**src/rtl/imem_fetch_if.sv**
```systemverilog
// Fetch/load bus for the instruction memory.
// slave = memory side, master = fetch stage / loader.
interface imem_fetch_if #(
  parameter int DATA_W = 32,
  parameter int ADDR_W = 8
);
  logic              load_mode;
  logic              load_we;
  logic [ADDR_W-1:0] load_addr;
  logic [DATA_W-1:0] load_data;
  logic              load_err;
  logic              req_valid;
  logic              req_ready;
  logic [ADDR_W-1:0] req_addr;
  logic              rsp_valid;
  logic              rsp_ready;
  logic [DATA_W-1:0] rsp_instr;
  logic              rsp_err;
  logic              busy;

  modport slave (
    input  load_mode, load_we, load_addr, load_data,
    input  req_valid, req_addr, rsp_ready,
    output load_err, req_ready, rsp_valid,
    output rsp_instr, rsp_err, busy
  );

  modport master (
    output load_mode, load_we, load_addr, load_data,
    output req_valid, req_addr, rsp_ready,
    input  load_err, req_ready, rsp_valid,
    input  rsp_instr, rsp_err, busy
  );
endinterface

```
**src/rtl/imem_fetch_unit.sv**
```systemverilog
// Instruction memory with registered read behind a
// valid/ready fetch handshake and a program-load port.
module imem_fetch_unit #(
  parameter int DATA_W = 32,
  parameter int DEPTH  = 64,
  parameter int ADDR_W = 8,
  parameter logic [DATA_W-1:0] NOP_WORD =
    DATA_W'(32'h00000013)
) (
  input logic         clk,
  input logic         rst_n,
  imem_fetch_if.slave bus
);
  localparam int IDX_W = $clog2(DEPTH);
  localparam int unsigned LIM = 4 * DEPTH;

  typedef enum logic {
    S_RUN,
    S_LOAD
  } state_t;

  state_t r_state;
  state_t w_state_nxt;

  logic [DATA_W-1:0] r_mem [DEPTH];
  logic              r_rsp_valid;
  logic [DATA_W-1:0] r_rsp_instr;
  logic              r_rsp_err;
  logic              r_load_err;

  logic             w_pend;
  logic             w_ready;
  logic             w_acc;
  logic             w_rfault;
  logic             w_lfault;
  logic             w_wr;
  logic             w_lrej;
  logic [IDX_W-1:0] w_ridx;
  logic [IDX_W-1:0] w_lidx;

  assign w_pend   = r_rsp_valid & ~bus.rsp_ready;
  assign w_ridx   = bus.req_addr[IDX_W+1:2];
  assign w_lidx   = bus.load_addr[IDX_W+1:2];
  assign w_rfault = (bus.req_addr[1:0] != 2'b00) |
                    (32'(bus.req_addr) >= LIM);
  assign w_lfault = (bus.load_addr[1:0] != 2'b00) |
                    (32'(bus.load_addr) >= LIM);
  assign w_acc    = bus.req_valid & w_ready;
  assign w_wr     = (r_state == S_LOAD) &
                    bus.load_we & ~w_lfault;
  assign w_lrej   = (r_state == S_LOAD) &
                    bus.load_we & w_lfault;

  // Mode state register.
  always_ff @(posedge clk or negedge rst_n) begin
    if (!rst_n) r_state <= S_RUN;
    else        r_state <= w_state_nxt;
  end

  // Mode transitions; LOAD waits for a stalled response to drain.
  always_comb begin
    w_state_nxt = r_state;
    w_ready     = 1'b0;
    unique case (r_state)
      S_RUN: begin
        w_ready = ~bus.load_mode & ~w_pend;
        if (bus.load_mode && !w_pend)
          w_state_nxt = S_LOAD;
      end
      S_LOAD: begin
        if (!bus.load_mode)
          w_state_nxt = S_RUN;
      end
      default: w_state_nxt = S_RUN;
    endcase
  end

  // Response register; faulting fetches skip the array.
  always_ff @(posedge clk or negedge rst_n) begin
    if (!rst_n) begin
      r_rsp_valid <= 1'b0;
      r_rsp_instr <= NOP_WORD;
      r_rsp_err   <= 1'b0;
    end else if (w_acc) begin
      r_rsp_valid <= 1'b1;
      r_rsp_err   <= w_rfault;
      if (w_rfault) r_rsp_instr <= NOP_WORD;
      else          r_rsp_instr <= r_mem[w_ridx];
    end else if (bus.rsp_ready) begin
      r_rsp_valid <= 1'b0;
    end
  end

  // One-cycle flag for a rejected load write.
  always_ff @(posedge clk or negedge rst_n) begin
    if (!rst_n) r_load_err <= 1'b0;
    else        r_load_err <= w_lrej;
  end

  // Program storage; survives reset.
  always_ff @(posedge clk) begin
    if (w_wr) r_mem[w_lidx] <= bus.load_data;
  end

  assign bus.req_ready = w_ready;
  assign bus.rsp_valid = r_rsp_valid;
  assign bus.rsp_instr = r_rsp_instr;
  assign bus.rsp_err   = r_rsp_err;
  assign bus.load_err  = r_load_err;
  assign bus.busy      = (r_state == S_LOAD);
endmodule

```
**src/flat_wrapper.sv**
```systemverilog
// flat-port wrapper written by rule: the top's interface ports become plain ports
module imem_fetch_unit_flat 
#(
  parameter int DATA_W = 32,
  parameter int DEPTH  = 64,
  parameter int ADDR_W = 8,
  parameter logic [DATA_W-1:0] NOP_WORD =
    DATA_W'(32'h00000013)
)
  (clk, rst_n, bus_load_mode, bus_load_we, bus_load_addr, bus_load_data, bus_req_valid, bus_req_addr, bus_rsp_ready, bus_load_err, bus_req_ready, bus_rsp_valid, bus_rsp_instr, bus_rsp_err, bus_busy);
  imem_fetch_if #(.DATA_W(DATA_W), .ADDR_W(ADDR_W)) bus_i ();
  input logic clk;
  input logic rst_n;
  input wire logic [$bits(bus_i.load_mode)-1:0] bus_load_mode;
  input wire logic [$bits(bus_i.load_we)-1:0] bus_load_we;
  input wire logic [$bits(bus_i.load_addr)-1:0] bus_load_addr;
  input wire logic [$bits(bus_i.load_data)-1:0] bus_load_data;
  input wire logic [$bits(bus_i.req_valid)-1:0] bus_req_valid;
  input wire logic [$bits(bus_i.req_addr)-1:0] bus_req_addr;
  input wire logic [$bits(bus_i.rsp_ready)-1:0] bus_rsp_ready;
  output wire logic [$bits(bus_i.load_err)-1:0] bus_load_err;
  output wire logic [$bits(bus_i.req_ready)-1:0] bus_req_ready;
  output wire logic [$bits(bus_i.rsp_valid)-1:0] bus_rsp_valid;
  output wire logic [$bits(bus_i.rsp_instr)-1:0] bus_rsp_instr;
  output wire logic [$bits(bus_i.rsp_err)-1:0] bus_rsp_err;
  output wire logic [$bits(bus_i.busy)-1:0] bus_busy;
  assign bus_i.load_mode = bus_load_mode;
  assign bus_i.load_we = bus_load_we;
  assign bus_i.load_addr = bus_load_addr;
  assign bus_i.load_data = bus_load_data;
  assign bus_i.req_valid = bus_req_valid;
  assign bus_i.req_addr = bus_req_addr;
  assign bus_i.rsp_ready = bus_rsp_ready;
  assign bus_load_err = bus_i.load_err;
  assign bus_req_ready = bus_i.req_ready;
  assign bus_rsp_valid = bus_i.rsp_valid;
  assign bus_rsp_instr = bus_i.rsp_instr;
  assign bus_rsp_err = bus_i.rsp_err;
  assign bus_busy = bus_i.busy;
  imem_fetch_unit #(.DATA_W(DATA_W), .DEPTH(DEPTH), .ADDR_W(ADDR_W), .NOP_WORD(NOP_WORD)) u_core (.clk(clk), .rst_n(rst_n), .bus(bus_i));
endmodule
```
**config.mk**
```make
export PLATFORM = sky130hd
export DESIGN_NAME = imem_fetch_unit_flat
export DESIGN_NICKNAME = d
export VERILOG_FILES = /design/src/rtl/imem_fetch_if.sv /design/src/rtl/imem_fetch_unit.sv /design/src/flat_wrapper.sv
export SDC_FILE = /design/constraint.sdc
export NUM_CORES = 2
export LEC_CHECK = 0
export CAP_MARGIN = 5
export CORE_UTILIZATION = 48
export CTS_CLUSTER_DIAMETER = 30
export DETAILED_ROUTE_END_ITERATION = 10
export PLACE_DENSITY_LB_ADDON = 0.05
export REMOVE_ABC_BUFFERS = 1
export SYNTH_ARGS = -nofsm -noshare
export SYNTH_HDL_FRONTEND = slang
export SYNTH_SLANG_ARGS = --single-unit
```
**constraint.sdc**
```tcl
create_clock -name clk -period 9 [get_ports clk]
set_input_delay 0.9 -clock clk [delete_from_list [all_inputs] [get_ports clk]]
set_output_delay 0.9 -clock clk [all_outputs]
set_load 0.02 [all_outputs]
```
==> impl_results.rst <==
.. list-table::
   :header-rows: 1

   * - Metric
     - Value
   * - Status
     - completed
   * - Cell type group with the largest total delay on the critical path
     - simple AND/OR/NAND/NOR gates
   * - Hold Violations, Final
     - 0
   * - Sequential cell fraction of total power
     - 39.1%
   * - Buffers plus inverters on the worst setup path
     - 0
   * - Clock sink count
     - 2084
   * - Worst setup timing slack at the placement stage
     - 4.28 ns
   * - Worst R2R Start
     - u_core.bus.busy
   * - Post-CTS Setup Repair Bufs
     - 0
   * - # resized after CTS
     - 0
   * - Sequential-to-total area share from yosys stat
     - 78.5%
   * - Type of the most critical hold path
     - primary input to async pin
   * - Final-layout fill cell count
     - 11400
   * - Tot GR Track Use
     - 27.7%
   * - Antenna violations before repair
     - 11
   * - Register bit count reported by yosys
     - 2084
   * - Combinational share of power
     - 3.4%
   * - First-pass GRT wire length
     - 319 mm
   * - Min Tclk post-route
     - 4.23 ns
   * - Data required time of the worst path
     - 9.53 ns
   * - H-Tree Level Count
     - 5
   * - Switching Fraction
     - 20.6%
   * - CTS Hold Buffers Added
     - 0
   * - Number of pins exceeding their max-slew limit in the final report
     - 0
   * - Critical R2R Capture
     - u_core.r_mem[11][25]
   * - Drt drc
     - 0
   * - Main flop type after synthesis
     - sky130_fd_sc_hd__edfxtp_1
   * - Number of synthesized flops with an enable pin
     - 2048
   * - Count of antenna-violating nets left after detailed routing
     - 0
   * - Clock-pin slew on the worst setup and hold paths
     - 0.05 ns
   * - Clock tree from TritonCTS
     - done
   * - Actual slew at the worst max-slew pin
     - 1.38 ns
   * - Worst IR drop on VDD
     - 0.000229 V
   * - DRT Pass-1 Iters
     - 5
   * - Die Area
     - 167000 µm²
   * - Leakage power
     - 31.8 nW
   * - Layout Nets
     - 3902
   * - Number of distinct standard cells referenced by the synthesized netlist
     - 49
   * - Worst setup startpoint
     - u_core.bus.busy
   * - Power Dens Cells
     - 281 nW/µm²
   * - TritonCTS Buffers
     - 426
   * - Number of top-level pins
     - 91
   * - Worst slack on hold paths
     - 0.213 ns
   * - Worst-Skew Late Latency
     - 0.97 ns
   * - Number of max-capacitance violations reported
     - 0
   * - Root buffer cell
     - sky130_fd_sc_hd__clkbuf_16
   * - Setup repair after global routing missed its margin
     - no
   * - Critical-path maximum fanout
     - 32
   * - IO Port Bufs
     - 90
   * - Mean Syn Cell Area
     - 23.3 µm²
   * - Worst endpoint data arrival time
     - 4.77 ns
   * - Floorplan Core Area
     - 164000 µm²
   * - Total number of cells along the worst setup path
     - 4
   * - Drt total wl
     - 230 mm
   * - Worst path slowest cell
     - sky130_fd_sc_hd__nor2_4
   * - Depth of the worst register-to-register path
     - 4
   * - Wire per inst
     - 36.0 µm
   * - Fraction of synthesis flops using an asynchronous set or reset pin
     - 1.73%
   * - Total negative setup slack
     - 0 ns
   * - Number of cells produced by synthesis
     - 3404
   * - Number of standard cells in the layout, taps in and fillers out
     - 6373
   * - Number of placed cells counting well taps
     - 5594
   * - Normalized max-slew margin
     - 7.92%
   * - Worst Skew
     - 0.0463 ns
   * - Upper clock frequency limit
     - 0.236 GHz
   * - Register area
     - 62400 µm²
   * - Initial Util
     - 48.6%
   * - Maximum number of pins on one net before global-route repair
     - 107
   * - Sort of element at the start of the critical path
     - flip-flop
   * - Layout cells sized above 1
     - 34.8%
   * - Register-to-register setup slack
     - 4.77 ns
   * - Chip Height
     - 409 µm
   * - Final setup slack of the worst path
     - 4.77 ns
   * - Area of the multi-input gates
     - 16500 µm²
   * - Detail Placement HPWL
     - 118 mm
   * - Ordered list of cells on the worst path
     - nand2_1, nor4_1, nand3_1, nor2_4
   * - Vias after detailed routing
     - 39900
   * - Number of synthesis warnings
     - 0
   * - Final Cell Area
     - 98000 µm²
   * - Post-DP Area
     - 83300 µm²
   * - Critical path endpoint
     - u_core.r_mem[11][25]
   * - Area growth, synth to finish
     - 23.3%
   * - Die span in x
     - 409 µm
   * - Fin crit share
     - 47.0%
   * - Global placer's final weighted congestion
     - 0.790
   * - Critical Path Sink Type
     - flip-flop
   * - GR Overflow Total
     - 0
   * - CP max stage delay
     - 1.25 ns
   * - Number of design-rule violations left by the first detailed-router iteration
     - 4784
   * - Internal power consumption
     - 21.8 mW
   * - Vias in the first global route
     - 41000
   * - Total number of placement rows
     - 148
   * - Cell Area, Synth
     - 79500 µm²
   * - Clk buf depth
     - 4
   * - Clock network fraction of total power
     - 57.5%
   * - Setup-failing EPs final
     - 0
   * - Via density per instance
     - 6.26
   * - Switching power summed over all nets
     - 5.68 mW
   * - Class of the most critical setup path
     - flip-flop to flip-flop
placed cells by master, fill, tap and decap left out, types with 11 or more instances in the layout:
| master | count |
|---|---|
| sky130_fd_sc_hd__clkdlybuf4s50_1 | 52 |
| sky130_fd_sc_hd__inv_6 | 35 |
| sky130_fd_sc_hd__nor2_4 | 65 |
| sky130_fd_sc_hd__clkinvlp_4 | 41 |
| sky130_fd_sc_hd__mux2i_1 | 93 |
| sky130_fd_sc_hd__nand4_1 | 12 |
| sky130_fd_sc_hd__mux4_2 | 544 |
| sky130_fd_sc_hd__clkinv_1 | 36 |
| sky130_fd_sc_hd__bufinv_16 | 66 |
| sky130_fd_sc_hd__a21oi_1 | 11 |
| sky130_fd_sc_hd__nor2_1 | 55 |
| sky130_fd_sc_hd__clkinv_4 | 27 |
| sky130_fd_sc_hd__edfxtp_1 | 2048 |
| sky130_fd_sc_hd__a221oi_1 | 18 |
| sky130_fd_sc_hd__dfrtp_1 | 33 |
| sky130_fd_sc_hd__clkbuf_16 | 436 |
| sky130_fd_sc_hd__a32oi_1 | 17 |
| sky130_fd_sc_hd__clkinv_2 | 67 |
| sky130_fd_sc_hd__buf_4 | 102 |
| sky130_fd_sc_hd__nand2_1 | 86 |
| sky130_fd_sc_hd__nor3_1 | 20 |
| sky130_fd_sc_hd__nand3_1 | 39 |
| sky130_fd_sc_hd__o21ai_0 | 18 |
| sky130_fd_sc_hd__o22ai_1 | 52 |
| sky130_fd_sc_hd__buf_2 | 33 |
| sky130_fd_sc_hd__o2111ai_1 | 14 |
| sky130_fd_sc_hd__clkbuf_1 | 51 |
metrics by stage:
| step | utilization [%] | power (mW) |
|---|---|---|
| after floorplan | - | 11.3 |
| after global placement | 51.0 | 11.9 |
| after detailed placement | 51.0 | 11.9 |
| after CTS | 59.9 | 27.7 |
| after global routing | 59.9 | 28.2 |
| final | 59.9 | 27.5 |
power by group through the flow:
| stage | combinational (mW) | clock (mW) | sequential [mW] |
|---|---|---|---|
| 3_5_place_dp | 0.946 | 0 | 10.9 |
| 6_report | 0.937 | 15.8 | 10.8 |
| 5_1_grt | 0.986 | 16.5 | 10.7 |
| 3_3_place_gp | 0.927 | 0 | 10.9 |
| 4_1_cts | 0.948 | 16.0 | 10.8 |
| 2_1_floorplan | 0.358 | 0 | 10.9 |
worst reg2reg max path, delay by kind of cell, from the launching register on:
kind,cells,cell delay [ns]
and+or+nand+nor,4,2.92
DFF,1,0.85
flip-flops by register name, summed over array words and instances, names as in the netlist:
signal,count
u_core.r_mem,2048
u_core.bus.busy,1
u_core.bus.load_err,1
u_core.bus.rsp_err,1
u_core.bus.rsp_instr,32
u_core.bus.rsp_valid,1
synth_stat cells (all sizes together) (2+ instances only):
master / count / share of area (%)
nand3: 40 / 0.25
buf: 105 / 0.91
a32oi: 17 / 0.19
a2bb2oi: 3 / 0.033
or2: 2 / 0.016
a21o: 3 / 0.028
nand4: 12 / 0.094
a21oi: 11 / 0.069
and2: 4 / 0.031
and4: 3 / 0.033
o32ai: 2 / 0.022
nand4b: 4 / 0.044
o2111ai: 14 / 0.15
o21ai: 18 / 0.11
nor4: 5 / 0.039
mux4: 550 / 16
mux2: 3 / 0.043
edfxtp: 2048 / 77
nand2b: 10 / 0.079
mux2i: 93 / 1.2
nand2: 86 / 0.41
a221oi: 18 / 0.20
dfrtp: 33 / 1.0
o22a: 3 / 0.033
a22oi: 9 / 0.085
nor3: 21 / 0.13
nor2: 121 / 0.57
nand3b: 6 / 0.057
o21a: 2 / 0.019
o22ai: 52 / 0.41
dfstp: 3 / 0.099
clkbuf: 78 / 0.37
or3b: 4 / 0.044
nor2b: 4 / 0.031
a211oi: 2 / 0.019
a22o: 5 / 0.055
or3: 4 / 0.031
metal layers:
layer  track usage, %  wire, µm  share of wire [%]  up-vias
met1             39.9     96000                 42    21900
met4             7.88      5300                2.3       10
li1                 -         -                  -    15700
met2             42.8    109000                 48     1951
met5                0        60              0.026        -
met3             6.20     19200                8.4      342
cell type report:
type | instances | area share (%)
sequential | 2084 | 63.7
multi-input combinational | 1136 | 16.9
clock buffer | 496 | 11.5
clock inverter | 278 | 3.45
tap | 2175 | 2.78
timing repair buffer | 199 | 1.71
antenna | 4 | 0.0102
inverter | 1 | 0.00639
worst min-delay path by stage:
stage	to	startpoint
final	u_core.bus.rsp_instr[25]	rst_n
after global placement	u_core.bus.rsp_err	u_core.bus.rsp_err
after floorplan	u_core.bus.busy	rst_n
after CTS	u_core.bus.rsp_instr[16]	rst_n
after global routing	u_core.bus.rsp_instr[22]	rst_n
after detailed placement	u_core.bus.rsp_err	u_core.bus.rsp_err
kinds of logic (layout without fill, tap and decap cells):
group	after synthesis	count (layout)	share of synthesized area, %
AO/OA/AOI/OAI	162	162	1.46
buffers and inverters	184	974	1.29
AND/OR/NAND/NOR	328	328	1.88
flip-flops	2084	2084	78.5
multiplexers	646	646	16.8
other	0	4	0
No activity file was read; power rests on OpenSTA's default activity.
